===== src/rtl/reg_dump_pkg.sv =====
// Shared register-file geometry and the dump reader's state encoding.
package reg_dump_pkg;

  localparam int REG_ADDR_W = 5;
  localparam int REG_DATA_W = 32;
  localparam int REG_COUNT  = 32;

  typedef enum logic [1:0] {
    IDLE = 2'd0,
    READ = 2'd1,
    SEND = 2'd2,
    FIN  = 2'd3
  } dump_state_e;

endpackage


===== src/rtl/reg_dump_reader.sv =====
// Debug read-side initiator: walks the register file through one read port and
// streams (address, data) pairs on a valid/ready interface while stalling the CPU.
module reg_dump_reader
  import reg_dump_pkg::*;
#(
  parameter int NUM_REGS  = REG_COUNT,
  parameter int ADDR_W    = REG_ADDR_W,
  parameter int DATA_W    = REG_DATA_W,
  parameter int FIRST_REG = 0
) (
  input  logic              Clk,
  input  logic              Rst_n,
  input  logic              Start,
  input  logic              Abort,
  output logic [ADDR_W-1:0] Rd_addr,
  input  logic [DATA_W-1:0] Rd_data,
  output logic              Out_valid,
  input  logic              Out_ready,
  output logic [ADDR_W-1:0] Out_addr,
  output logic [DATA_W-1:0] Out_data,
  output logic              Stall_cpu,
  output logic              Busy,
  output logic              Done
);

  localparam logic [ADDR_W-1:0] FIRST_ADDR = ADDR_W'(FIRST_REG);
  localparam logic [ADDR_W-1:0] LAST_ADDR  = ADDR_W'(NUM_REGS - 1);

  dump_state_e       state;
  logic [ADDR_W-1:0] count;

  assign Rd_addr = count;

  always_ff @(posedge Clk) begin
    if (!Rst_n) begin
      state     <= IDLE;
      count     <= FIRST_ADDR;
      Out_valid <= 1'b0;
      Out_addr  <= '0;
      Out_data  <= '0;
      Stall_cpu <= 1'b0;
      Busy      <= 1'b0;
      Done      <= 1'b0;
    end else begin
      Done <= 1'b0;
      // Abort outranks every state transition once a dump is under way.
      if (Abort && (state != IDLE)) begin
        state     <= IDLE;
        count     <= FIRST_ADDR;
        Out_valid <= 1'b0;
        Stall_cpu <= 1'b0;
        Busy      <= 1'b0;
      end else begin
        case (state)
          IDLE: begin
            if (Start && !Abort) begin
              state     <= READ;
              count     <= FIRST_ADDR;
              Stall_cpu <= 1'b1;
              Busy      <= 1'b1;
            end
          end
          READ: begin
            Out_data  <= Rd_data;
            Out_addr  <= count;
            Out_valid <= 1'b1;
            state     <= SEND;
          end
          SEND: begin
            if (Out_ready) begin
              Out_valid <= 1'b0;
              if (count == LAST_ADDR) begin
                state <= FIN;
                Done  <= 1'b1;
              end else begin
                count <= count + 1'b1;
                state <= READ;
              end
            end
          end
          FIN: begin
            Stall_cpu <= 1'b0;
            Busy      <= 1'b0;
            count     <= FIRST_ADDR;
            state     <= IDLE;
          end
          default: state <= IDLE;
        endcase
      end
    end
  end

endmodule


===== config.mk =====
export PLATFORM = sky130hd
export DESIGN_NAME = reg_dump_reader
export DESIGN_NICKNAME = d
export VERILOG_FILES = /design/src/rtl/reg_dump_pkg.sv /design/src/rtl/reg_dump_reader.sv
export SDC_FILE = /design/constraint.sdc
export NUM_CORES = 1
export LEC_CHECK = 0
export ABC_CLOCK_PERIOD_IN_PS = 1800
export BUFFER_PORTS_ARGS = -buffer_cell sky130_fd_sc_hd__clkbuf_2
export CORE_MARGIN = 8
export CORE_UTILIZATION = 48
export DETAILED_ROUTE_END_ITERATION = 16
export MAX_ROUTING_LAYER = met4
export PLACE_DENSITY = 0.8
export SKIP_LAST_GASP = 1
export SLEW_MARGIN = 10
export SYNTH_ARGS = -nofsm -noshare
export SYNTH_HDL_FRONTEND = slang
export SYNTH_SLANG_ARGS = --single-unit

===== constraint.sdc =====
create_clock -name Clk -period 1.8 [get_ports Clk]
set_clock_uncertainty 0.05 [all_clocks]
set_input_delay 0.45 -clock Clk [delete_from_list [all_inputs] [get_ports Clk]]
set_output_delay 0.45 -clock Clk [all_outputs]
set_load 0.02 [all_outputs]

==> results by stage, run 1 <==
Clock network:
- The largest buffer count on any clock path is 2.
- Clock latency on the worst-skew pair, taken at its later pin, is 0.29 ns.
- The clock transition at the register clock pins on the worst setup and hold paths after CTS is 0.08 ns.
- The number of clock buffers added by TritonCTS is 5.
- The quantity of hold-fixing buffers added after cts is 0.
- The post-cts gate resize count is 0.
- The tree built by TritonCTS fans out to 47 sinks.
- CTS built an H-tree with a depth of 2.
- In this run the post-CTS setup repair buffer count came out at 0.
- The cell at the root of the clock tree is clkbuf_8.
- TritonCTS built the clock tree.

Synth:
- The post-synthesis cell type count is 33.
- After synthesis, the mean cell area works out to 9.209 µm².
- After Yosys synthesis, XOR and XNOR cells account for 0% of the synthesized area.
- In this run the cell area of the synthesized design comes to 2044 µm².
- The leading register cell type out of synthesis is dfxtp_1.
- The flip-flop and latch count after synthesis is 47.
- The compound-cell area share of the yosys netlist is 23.44%.
- The total number of yosys warnings is 0.
- Summing the areas of all fa, ha and maj instances in the mapped netlist gives 1.224% of the synthesized area.
- After synthesis, the largest family of logic cells by area is compound AO/OA/AOI/OAI gates.
- After Yosys synthesis, and, or, nand and nor cells account for 23.19% of the synthesized area.
- The share of the Yosys chip area taken by registers is 46.02%.
- Counting every net in the synthesized netlist gives 261.
- In this run, synthesis inferred 0 flip-flops with an integrated enable.
- In the synthesized netlist the async set-or-reset flop fraction comes to 0%.
- The synthesized netlist cell count is 222.
- In the synthesized netlist, mux cells make up 0% of the area.

Place:
- The wire-length estimate of the detail-placed layout is 3646 µm.
- The number of port buffers is 82.
- The global placement routability congestion is 0.8076.

Worst hold path:
- In this run the most critical hold path is launched from Rd_data[0].
- The path class of the tightest hold or removal check is in2reg.

Final layout:
- Summing all multi-input logic gate instances after layout gives 985.9 µm².
- 0 antenna diodes ended up in the layout.
- In the layout the commonest cells are clkbuf_2, nand2_1, dfxtp_1, a21boi_2.
- Counting the fill cells in the layout gives 377.
- The library cell used most frequently in the layout, excluding fill and tap cells, is clkbuf_2.
- Compared with the post-synthesis result, the final layout area differs by 24.91%.
- The count of nets after finishing is 344.
- Cells with a size suffix above 1 make up 45.10% of the layout.
- The sequential cell area is 940.9 µm².

STA:
- The final-report max-slew violation count came to 0.
- The max-slew headroom at the worst pin is 75.37%.
- At the pin with the least slew margin, the transition time is 0.3690 ns.
- Setup repair after global routing left no endpoint under its margin.
- After layout, the worst path uses 95.72% of the clock period.
- The number of hold-slack violations in the final timing report came to 0.
- For this run, the top clock speed supported by timing is 580.4 MHz.
- Setup violations remaining at the end of the flow were counted as 0.
- The setup TNS is 0 ns.
- The final critical-path required period is 1.723 ns.

Power and ir drop:
- The worst IR drop on VDD is 0.0004761 V.
- Power comes to 1.874 mW.
- Summed over all cells, the static leakage comes to 1.067 nW.
- The total power density per cell area is 733.9 nW/µm².

Floorplanning:
- The floorplan step defined a die boundary enclosing 6604 µm².
- The initial cell density of the core is 50.39%.
- The area of the placeable core is 4058 µm².
- In this run the core area contains 23 standard-cell rows.
- For this design the top-level I/O count stands at 83.
- The die width is 81.27 µm.
- The vertical die dimension is 81.27 µm.

Worst setup path:
- Of all nets on the critical path, the largest fanout is 7.
- STA puts the critical path data required time at 1.93 ns.
- The setup check on the worst reg-to-reg path leaves a slack of 0.08 ns.
- STA classifies the critical path startpoint as a flip-flop.
- The start point of the critical path is Rd_addr[0].
- The launching point of the worst reg2reg path is Rd_addr[0].
- The type of the setup path with the least slack is reg2reg.
- The element type at the critical path end is a flip-flop.
- STA puts the critical path data arrival time at 1.85 ns.

Detailed routing:
- After detailed routing, the total wire length is 4729 µm.
- The DRC marker count from the first detailed-route iteration is 56.
- After detailed routing, the number of remaining DRC violations is 0.
- The count of nets left with antenna violations once routing finished came out at 0.
- For this run, the detailed router's first-pass iteration total came to 4.
- The average detailed-routed wire length per instance is 13.28 µm.
- The vias after detailed routing is 1757.
- The average via count per standard cell is 4.935.

Global routing:
- The aggregate global-route resource usage is 14.47%.
- The first global-routing pass estimated 7410 µm of wire.
- The pin count of the biggest net entering global routing is 23.
- The number of antenna violations at the first check in global routing is 0.
- The remaining global-route overflow is 0.
- The number of global-route vias before repair is 1711.

Run status:
- The flow ran to the end, and the final reports show no timing, DRC or antenna violations.

Run:
- The number of max-cap violations is 0.
critical path, stage by stage (launching register included):
cell and delay, ns:
dfxtp_1 0.32, ha_1 0.22, and3_1 0.19, ha_1 0.19, nand2b_2 0.22, o2bb2ai_2 0.19, a21oi_1 0.18, nor2_1 0.05
area by class of cell:
cell class | instances | share of cell area [%]
sequential | 47 | 36.84
multi-input combinational | 161 | 38.61
clock buffer | 7 | 2.989
clock inverter | 1 | 0.1960
timing repair buffer | 90 | 18.91
tap | 50 | 2.450
cell usage after synthesis (2+ instances only):
cell type  instances  area share, %
dfxtp_1           47             46
o21ai_0            2           0.49
ha_1               2            1.2
a21oi_1            6            1.5
a21boi_2          30             17
a21boi_0           7            2.6
clkbuf_1           4           0.73
buf_2              3           0.73
nand2_2            6            1.8
buf_8              3            2.2
nand2b_1           3           0.92
nor2_1             5           0.92
buf_6              2            1.1
nand4_1            2           0.61
nor3_1             4           0.98
nand2_1           78             14
o31ai_1            2           0.73
stage by stage:
step | worst slack, ns | utilization (%) | hold slack, ns | cell area [µm²] | cells
floorplan | 0.07676 | - | 0.4906 | 2044 | 222
global placement | 0.1352 | 60.75 | 0.4000 | 2465 | 348
detailed placement | 0.07524 | 60.75 | 0.4079 | 2465 | 348
CTS | 0.04966 | 62.75 | 0.3128 | 2546 | 356
finish | 0.07706 | 62.94 | 0.3213 | 2554 | 356
global route | 0.01950 | 62.94 | 0.3049 | 2554 | 356
routing by layer:
| metal | vias to the layer above | global-route usage (%) | wire, µm |
|---|---|---|---|
| met1 | 805 | 15.13 | 2025 |
| li1 | 896 | - | - |
| met2 | 50 | 25.78 | 2309 |
| met4 | 0 | 3.750 | 59 |
| met5 | - | - | 0 |
| met3 | 6 | 4.305 | 335 |
registers in the layout, summed over array words and instances (netlist names):
register and cells:
Busy 1, state 2, Rd_addr 5, Done 1, Out_valid 1, Out_data 32
Out_addr 5
path summary, 6_finish.rpt:
| kind | endpoint | cells past startpoint |
|---|---|---|
| setup / recovery | Rd_addr[0] | 7 |
| hold / removal | Out_data[0] | 3 |
| setup reg to reg | Rd_addr[0] | 7 |
| hold reg to reg | Out_data[19] | 2 |
report_power, final:
part / switching, mW / internal (mW)
registers: 0.0155 / 1.06
clock network: 0.323 / 0.273
logic: 0.111 / 0.0919
total: 0.450 / 1.42
kinds of logic (layout without fill, tap and decap cells):
logic type                 after synthesis  after routing
and+or+nand+nor                        108            108
AOI/OAI and AO/OA                       51             51
DFF                                     47             47
buffers and inverters                   14             98
adders and majority gates                2              2
Power figures use the tool's default switching activity.
==> run 2, diff against run 1 <==
Settings changed: CTS_CLUSTER_DIAMETER set to 50, RECOVER_POWER set to 25.
==> run 2 against run 1 <==
Compared with the run above:
- sequential share of layout area increased by 0.49 points
- critical path depth unchanged
- sequential power hardly changed
- flip-flop and latch count did not move
- via count fell by 0.57%
- utilization is 0.83 points lower
- worst hold slack gained 0.0010 ns
- non-clock buffer count stayed put
==> results by stage, run 2 (synthesis gave the netlist of run 1 again) <==
Run status:
- The run finished with clean final reports.

Floorplanning:
- The initial cell density of the core was 50.39% (unchanged).
- The number of top-level pins was 83 (unchanged).
- The die width came to 81.27 µm (unchanged).
- The floorplan die area is 6604 µm² (unchanged).
- The area of the placeable core was 4058 µm² (unchanged).
- The vertical die dimension is 81.27 µm (unchanged).
- The number of placement rows came to 23 (unchanged).

Global routing:
- The number of antenna violations at the first check in global routing is 0 (unchanged).
- The global-route wire length before repair came to 7410 µm (unchanged).
- The met3 track demand over resource in global routing is 4.305% (unchanged).
- The aggregate global-route resource usage is 14.47% (unchanged).
- The number of global-route vias before repair came to 1711 (unchanged).
- The met2 usage in global routing was 25.78% (unchanged).
- The fraction of met1 tracks used by global routing was 15.13% (unchanged).
- The pin count of the biggest net entering global routing is 23 (unchanged).
- The remaining global-route overflow is 0 (unchanged).
- The most used routing layer is met2.

Detailed routing:
- The antenna violation net count after detailed routing is 0 (unchanged).
- The total DRC errors in the routed layout was 0 (unchanged).
- The first-pass iteration count of the detailed router is 4 (unchanged).
- The average detailed-routed wire length per instance is 13.33 µm (+0.38%).
- The final wirelength is 4747 µm (+0.38%).
- The vias after detailed routing is 1747 (-0.57%).
- The average via count per standard cell is 4.907 (-0.57%).
- The DRC marker count from the first detailed-route iteration came to 48 (-14%).

Power and ir drop:
- The total power density per cell area is 742.4 nW/µm² (+1.2%).
- The worst IR drop on VDD is 0.0004780 V (+0.39%).
- The cell leakage power came to 0.9991 nW (-6.3%).

STA:
- The final critical-path required period came to 1.719 ns (-0.003459 ns).
- The final-report max-slew violation count was 0 (unchanged).
- The final clock period utilization by the worst path was 95.53% (-0.19 points).
- The worst-margin pin slew came to 0.3458 ns (-0.02318 ns).
- The max-slew headroom at the worst pin is 76.94% (+1.6 points).
- Setup repair after global routing left no endpoint under its margin.
- The hold slack was 0.3223 ns (+0.001009 ns).
- The number of hold-slack violations in the final timing report came to 0 (unchanged).
- The setup slack after layout is 0.08052 ns (+0.003459 ns).
- The maximum achievable frequency is 581.6 MHz (+0.20%).
- The final setup violation count is 0 (unchanged).
- The setup TNS is 0 ns (unchanged).

Place:
- The HPWL after detailed placement is 3646 µm (unchanged).
- The global placement routability congestion is 0.8076 (unchanged).
- The number of port buffers is 82 (unchanged).
- The number of instances in the placed design was 348 (unchanged).
- The pre-CTS setup slack came to 0.07524 ns (unchanged).

Clock network:
- The quantity of hold-fixing buffers added after cts is 0 (unchanged).
- The number of H-tree levels is 2 (unchanged).
- The TritonCTS clock tree is done.
- The number of buffers inserted by post-CTS setup repair was 0 (unchanged).
- The total CTS buffers is 5 (unchanged).
- The tree is rooted in a clkbuf_8.
- The post-cts gate resize count came to 0 (unchanged).
- The clock transition at the register clock pins on the worst setup and hold paths after CTS came to 0.08 ns (about the same).
- The insertion delay to the later sink of the worst-skew pair is 0.29 ns (about the same).
- The clock sink count was 47 (unchanged).
- The largest buffer count on any clock path came to 2 (unchanged).

Final layout:
- The sequential cell area was 940.9 µm² (unchanged).
- The number of antenna repair diodes was 0 (unchanged).
- The count of non-filler cells in the finished layout is 356 (unchanged).
- The count of nets after finishing came to 344 (unchanged).
- The number of fill cells is 389 (+3.2%).
- The number of flip-flops in the largest register is 32 (unchanged).
- The most flop-heavy register is Out_data.
- The final core area utilization came to 62.10% (-0.83 points).
- Relative to the synthesized area, the layout overhead comes to 23.26%.
- The total area of multi-input combinational cells was 978.4 µm² (-0.76%).
- The share of cells above drive strength 1 is 38.56% (-6.5 points).
- The library cells used most frequently in the layout, excluding fill and tap cells, are nand2_1, clkbuf_2, dfxtp_1, a21boi_2, clkbuf_1.
- The most common cell after layout, fill and taps aside is nand2_1.

Worst setup path:
- The biggest cell delay along the critical path came to 0.32 ns (about the same).
- The launching element type of the critical path is a flip-flop.
- The depth of the worst register-to-register path is 7 (unchanged).
- The endpoint required time on the critical path came to 1.93 ns (about the same).
- The worst setup path is captured at a flip-flop.
- The critical-path maximum fanout came to 7 (unchanged).
- Counting stages on the worst path, the most repeated cell is ha_1.
- The worst setup path is of the reg2reg kind.
- The library cell contributing the largest single delay on the critical path is dfxtp_1.
- The signal on the critical path passes through ha_1 -> and3_1 -> ha_1 -> nand2b_2 -> o2bb2ai_2 -> a21oi_1 -> nor2_1.
- The signal arrival time at the worst endpoint is 1.85 ns (about the same).

Worst hold path:
- The worst hold path depth was 3 (unchanged).
- The path class of the tightest hold or removal check is in2reg.

Run:
- The number of max-cap violations came to 0 (unchanged).
==> run 2: cell types whose count changed in the layout (fill, tap and decap cells not counted) <==
cell and delta:
buf_4 -1, clkbuf_1 +19, clkbuf_2 -18, nor2_1 +1
nor2_4 -1
==> run 2: path summary, 6_finish.rpt <==
kind	from	to	slack [ns]
setup / recovery	Rd_addr[0]	Rd_addr[0]	0.08
hold / removal	Rd_data[0]	Out_data[0]	0.32
setup reg to reg	Rd_addr[0]	Rd_addr[0]	0.08
hold reg to reg	Out_data[21]	Out_data[21]	0.41
==> run 2: power breakdown <==
part	switching (mW)	internal, mW
registers	0.0151	1.06
logic	0.110	0.0889
clock network	0.324	0.273
==> run 2: critical path, delay by kind of cell, from the launching register on <==
family	cells	cell delay, ns
AOI/OAI and AO/OA	2	0.37
adders and majority gates	2	0.41
DFF	1	0.32
and+or+nand+nor	3	0.46
==> run 2: area by class of cell <==
type                       instances  area share (%)
sequential                        47           37.34
timing repair buffer              90           18.12
tap                               50           2.483
clock inverter                     1          0.1986
clock buffer                       7           3.029
multi-input combinational        161           38.83
==> run 2: metal layers <==
layer  share of wire [%]  wire [µm]
met5                   0          0
met2                  49       2303
met1                  44       2086
met4                 1.2         59
met3                 6.3        299
==> run 2: per-stage QoR <==
step	total power [mW]	cell area [µm²]
2_1_floorplan	1.229	2044
3_3_place_gp	1.300	2465
3_5_place_dp	1.304	2465
4_1_cts	1.901	2546
5_1_grt	1.965	2520
6_report	1.871	2520
==> run 3, diff against run 2 <==
Settings changed: CORE_MARGIN 8 to 3.
==> run 3 against run 2 <==
Compared with the run above:
- critical path depth stayed put
- die area shrank 23%
- routed wire length is 8.0% lower
- non-clock buffer count rose by 1
- clock power is 10% higher
- combinational power barely moved
- first-iteration DRC count increased by 67%
- worst hold slack lost 0.0055 ns
- sequential share of layout area is 0.76 points lower
==> results by stage, run 3 (synthesis gave the netlist of run 1 again) <==
Clock network:
- In this run the clock root is driven by a clkbuf_8.
- TritonCTS built the clock tree.
- The clock sink count is 47 (unchanged).
- The largest buffer count on any clock path is 2 (unchanged).
- The clock transition at the register clock pins on the worst setup and hold paths after CTS came to 0.08 ns (about the same).
- The number of H-tree levels is 2 (unchanged).
- The insertion delay to the later sink of the worst-skew pair was 0.29 ns (about the same).
- The total CTS buffers is 5 (unchanged).

STA:
- The final clock period utilization by the worst path came to 92.64% (-2.9 points).
- The worst-margin pin slew is 0.3803 ns (+0.03442 ns).
- The max-slew headroom at the worst pin is 74.60% (-2.3 points).
- The setup TNS is 0 ns (unchanged).
- The setup slack after layout is 0.1325 ns (+0.05201 ns).
- The number of hold-slack violations in the final timing report is 0 (unchanged).
- The maximum achievable frequency is 599.7 MHz (+3.1%).
- The final setup violation count is 0 (unchanged).
- Setup repair after global routing left no endpoint under its margin.
- The final-report max-slew violation count is 0 (unchanged).
- The final critical-path required period was 1.667 ns (-0.05201 ns).

Power and ir drop:
- The switching power is 468.5 µW (+4.3%).
- The worst IR drop on VDD was 0.0003674 V (-23%).
- The design internal power is 1.466 mW (+3.1%).
- The total power density per cell area was 751.8 nW/µm² (+1.3%).
- The sequential share of power is 55.6% (-1.9 points).
- The net switching share of the total power is 24.22% (+0.21 points).
- The clock network fraction of total power was 34.0% (+2.1 points).
- The cell leakage power is 1.014 nW (+1.5%).
- The proportion of power drawn by combinational gates is 10.4% (-0.3 points).

Floorplanning:
- The number of top-level pins came to 83 (unchanged).
- The initial cell density of the core is 50.39% (unchanged).
- The floorplan die area is 5079 µm² (-23%).
- The number of placement rows is 23 (unchanged).
- The area of the placeable core is 4058 µm² (unchanged).
- The vertical die dimension was 71.27 µm (-12%).
- The die width is 71.27 µm (-12%).

Final layout:
- The number of fill cells is 377 (-3.1%).
- The library cell used most frequently in the layout, excluding fill and tap cells, is nand2_1.
- The most flop-heavy register is Out_data.
- The count of nets after finishing is 345 (+0.29%).
- The share of cells above drive strength 1 came to 38.44% (-0.13 points).
- The number of flip-flops in the largest register came to 32 (unchanged).
- The library cells used most frequently in the layout, excluding fill and tap cells, are nand2_1, clkbuf_2, dfxtp_1, a21boi_2, clkbuf_1.
- The number of antenna repair diodes is 0 (unchanged).
- The post-synthesis to final-layout area growth is 25.83%.

Place:
- The global placement routability congestion is 0.8635 (+6.9%).
- The pre-CTS setup slack is 0.09627 ns (+0.02103 ns).
- The number of port buffers came to 82 (unchanged).
- The HPWL after detailed placement came to 3157 µm (-13%).

Worst setup path:
- STA classifies the critical path endpoint as a flip-flop.
- The critical-path maximum fanout is 5 (-2).
- The signal arrival time at the worst endpoint is 1.85 ns (about the same).
- The endpoint required time on the critical path is 1.98 ns (+0.05 ns).
- STA classifies the critical path startpoint as a flip-flop.
- The critical path is of the reg2reg type.

Global routing:
- The aggregate global-route resource usage is 18.13% (+3.7 points).
- The global-route wire length before repair is 7127 µm (-3.8%).
- The number of global-route vias before repair was 1631 (-4.7%).
- The number of antenna violations at the first check in global routing is 0 (unchanged).
- The pin count of the biggest net entering global routing was 38 (+65%).
- The remaining global-route overflow is 0 (unchanged).

Run status:
- The flow ran to the end, and the final reports show no timing, DRC or antenna violations.

Detailed routing:
- The average detailed-routed wire length per instance is 12.24 µm (-8.2%).
- The vias after detailed routing is 1752 (+0.29%).
- The average via count per standard cell was 4.908 (about the same).
- The DRC marker count from the first detailed-route iteration is 80 (+67%).
- The final wirelength is 4368 µm (-8.0%).
- The first-pass iteration count of the detailed router is 4 (unchanged).
- The total DRC errors in the routed layout was 0 (unchanged).
- The antenna violation net count after detailed routing is 0 (unchanged).

Worst hold path:
- The min-delay analysis places its worst path in the category in2reg.

Run:
- The number of max-cap violations is 0 (unchanged).
run 3: worst paths after layout:
kind	from	to	slack [ns]	cells after the start
worst min register to register	Out_data[11]	Out_data[11]	0.41	2
worst min-delay path	Rd_data[29]	Out_data[29]	0.32	3
worst max-delay path	Rd_addr[0]	Rd_addr[3]	0.13	7
worst max register to register	Rd_addr[0]	Rd_addr[3]	0.13	7
run 3: cell type report:
class / instances / area, µm² / share of cell area (%)
sequential: 47 / 940.9 / 36.58
clock buffer: 7 / 86.33 / 3.356
multi-input combinational: 161 / 997.2 / 38.76
tap: 50 / 62.56 / 2.432
clock inverter: 1 / 8.758 / 0.3405
timing repair buffer: 91 / 476.7 / 18.53
run 3: worst max-delay path, cell delays in order, from the launching register on:
cell and delay, ns:
dfxtp_1 0.33, ha_1 0.23, and3_1 0.20, ha_1 0.21
nand2b_4 0.18, nor4_2 0.21, a31oi_1 0.07, a21oi_1 0.14
run 3: power groups by stage:
stage	Clock (mW)	Sequential, mW	Combinational [mW]
2_1_floorplan	0	1.12	0.110
3_3_place_gp	0	1.10	0.202
3_5_place_dp	0	1.10	0.203
4_1_cts	0.684	1.08	0.203
5_1_grt	0.717	1.08	0.221
6_report	0.657	1.08	0.202
run 3: per-layer routing:
layer	track usage, %	vias up	wire [µm]
met2	30.00	55	2021
met4	7.724	0	68
met5	-	-	0
met1	21.40	790	1979
li1	-	900	-
met3	3.647	7	299
run 3: through the flow:
| stage | std cells | utilization [%] | hold slack [ns] | total power [mW] | cell area, µm² |
|---|---|---|---|---|---|
| floorplan | 222 | - | 0.4906 | 1.229 | 2044 |
| detailed placement | 349 | 61.24 | 0.4053 | 1.303 | 2485 |
| CTS | 357 | 63.58 | 0.3043 | 1.962 | 2580 |
| global route | 357 | 63.40 | 0.3060 | 2.017 | 2572 |
| global placement | 349 | 61.24 | 0.4015 | 1.301 | 2485 |
| finish | 357 | 63.40 | 0.3168 | 1.934 | 2572 |
run 3: repair_timing:
action	4_1_cts	5_1_grt
hold buffers	0	0
endpoints found under the setup margin	0	4
setup buffers	0	0
gates resized for setup	0	4
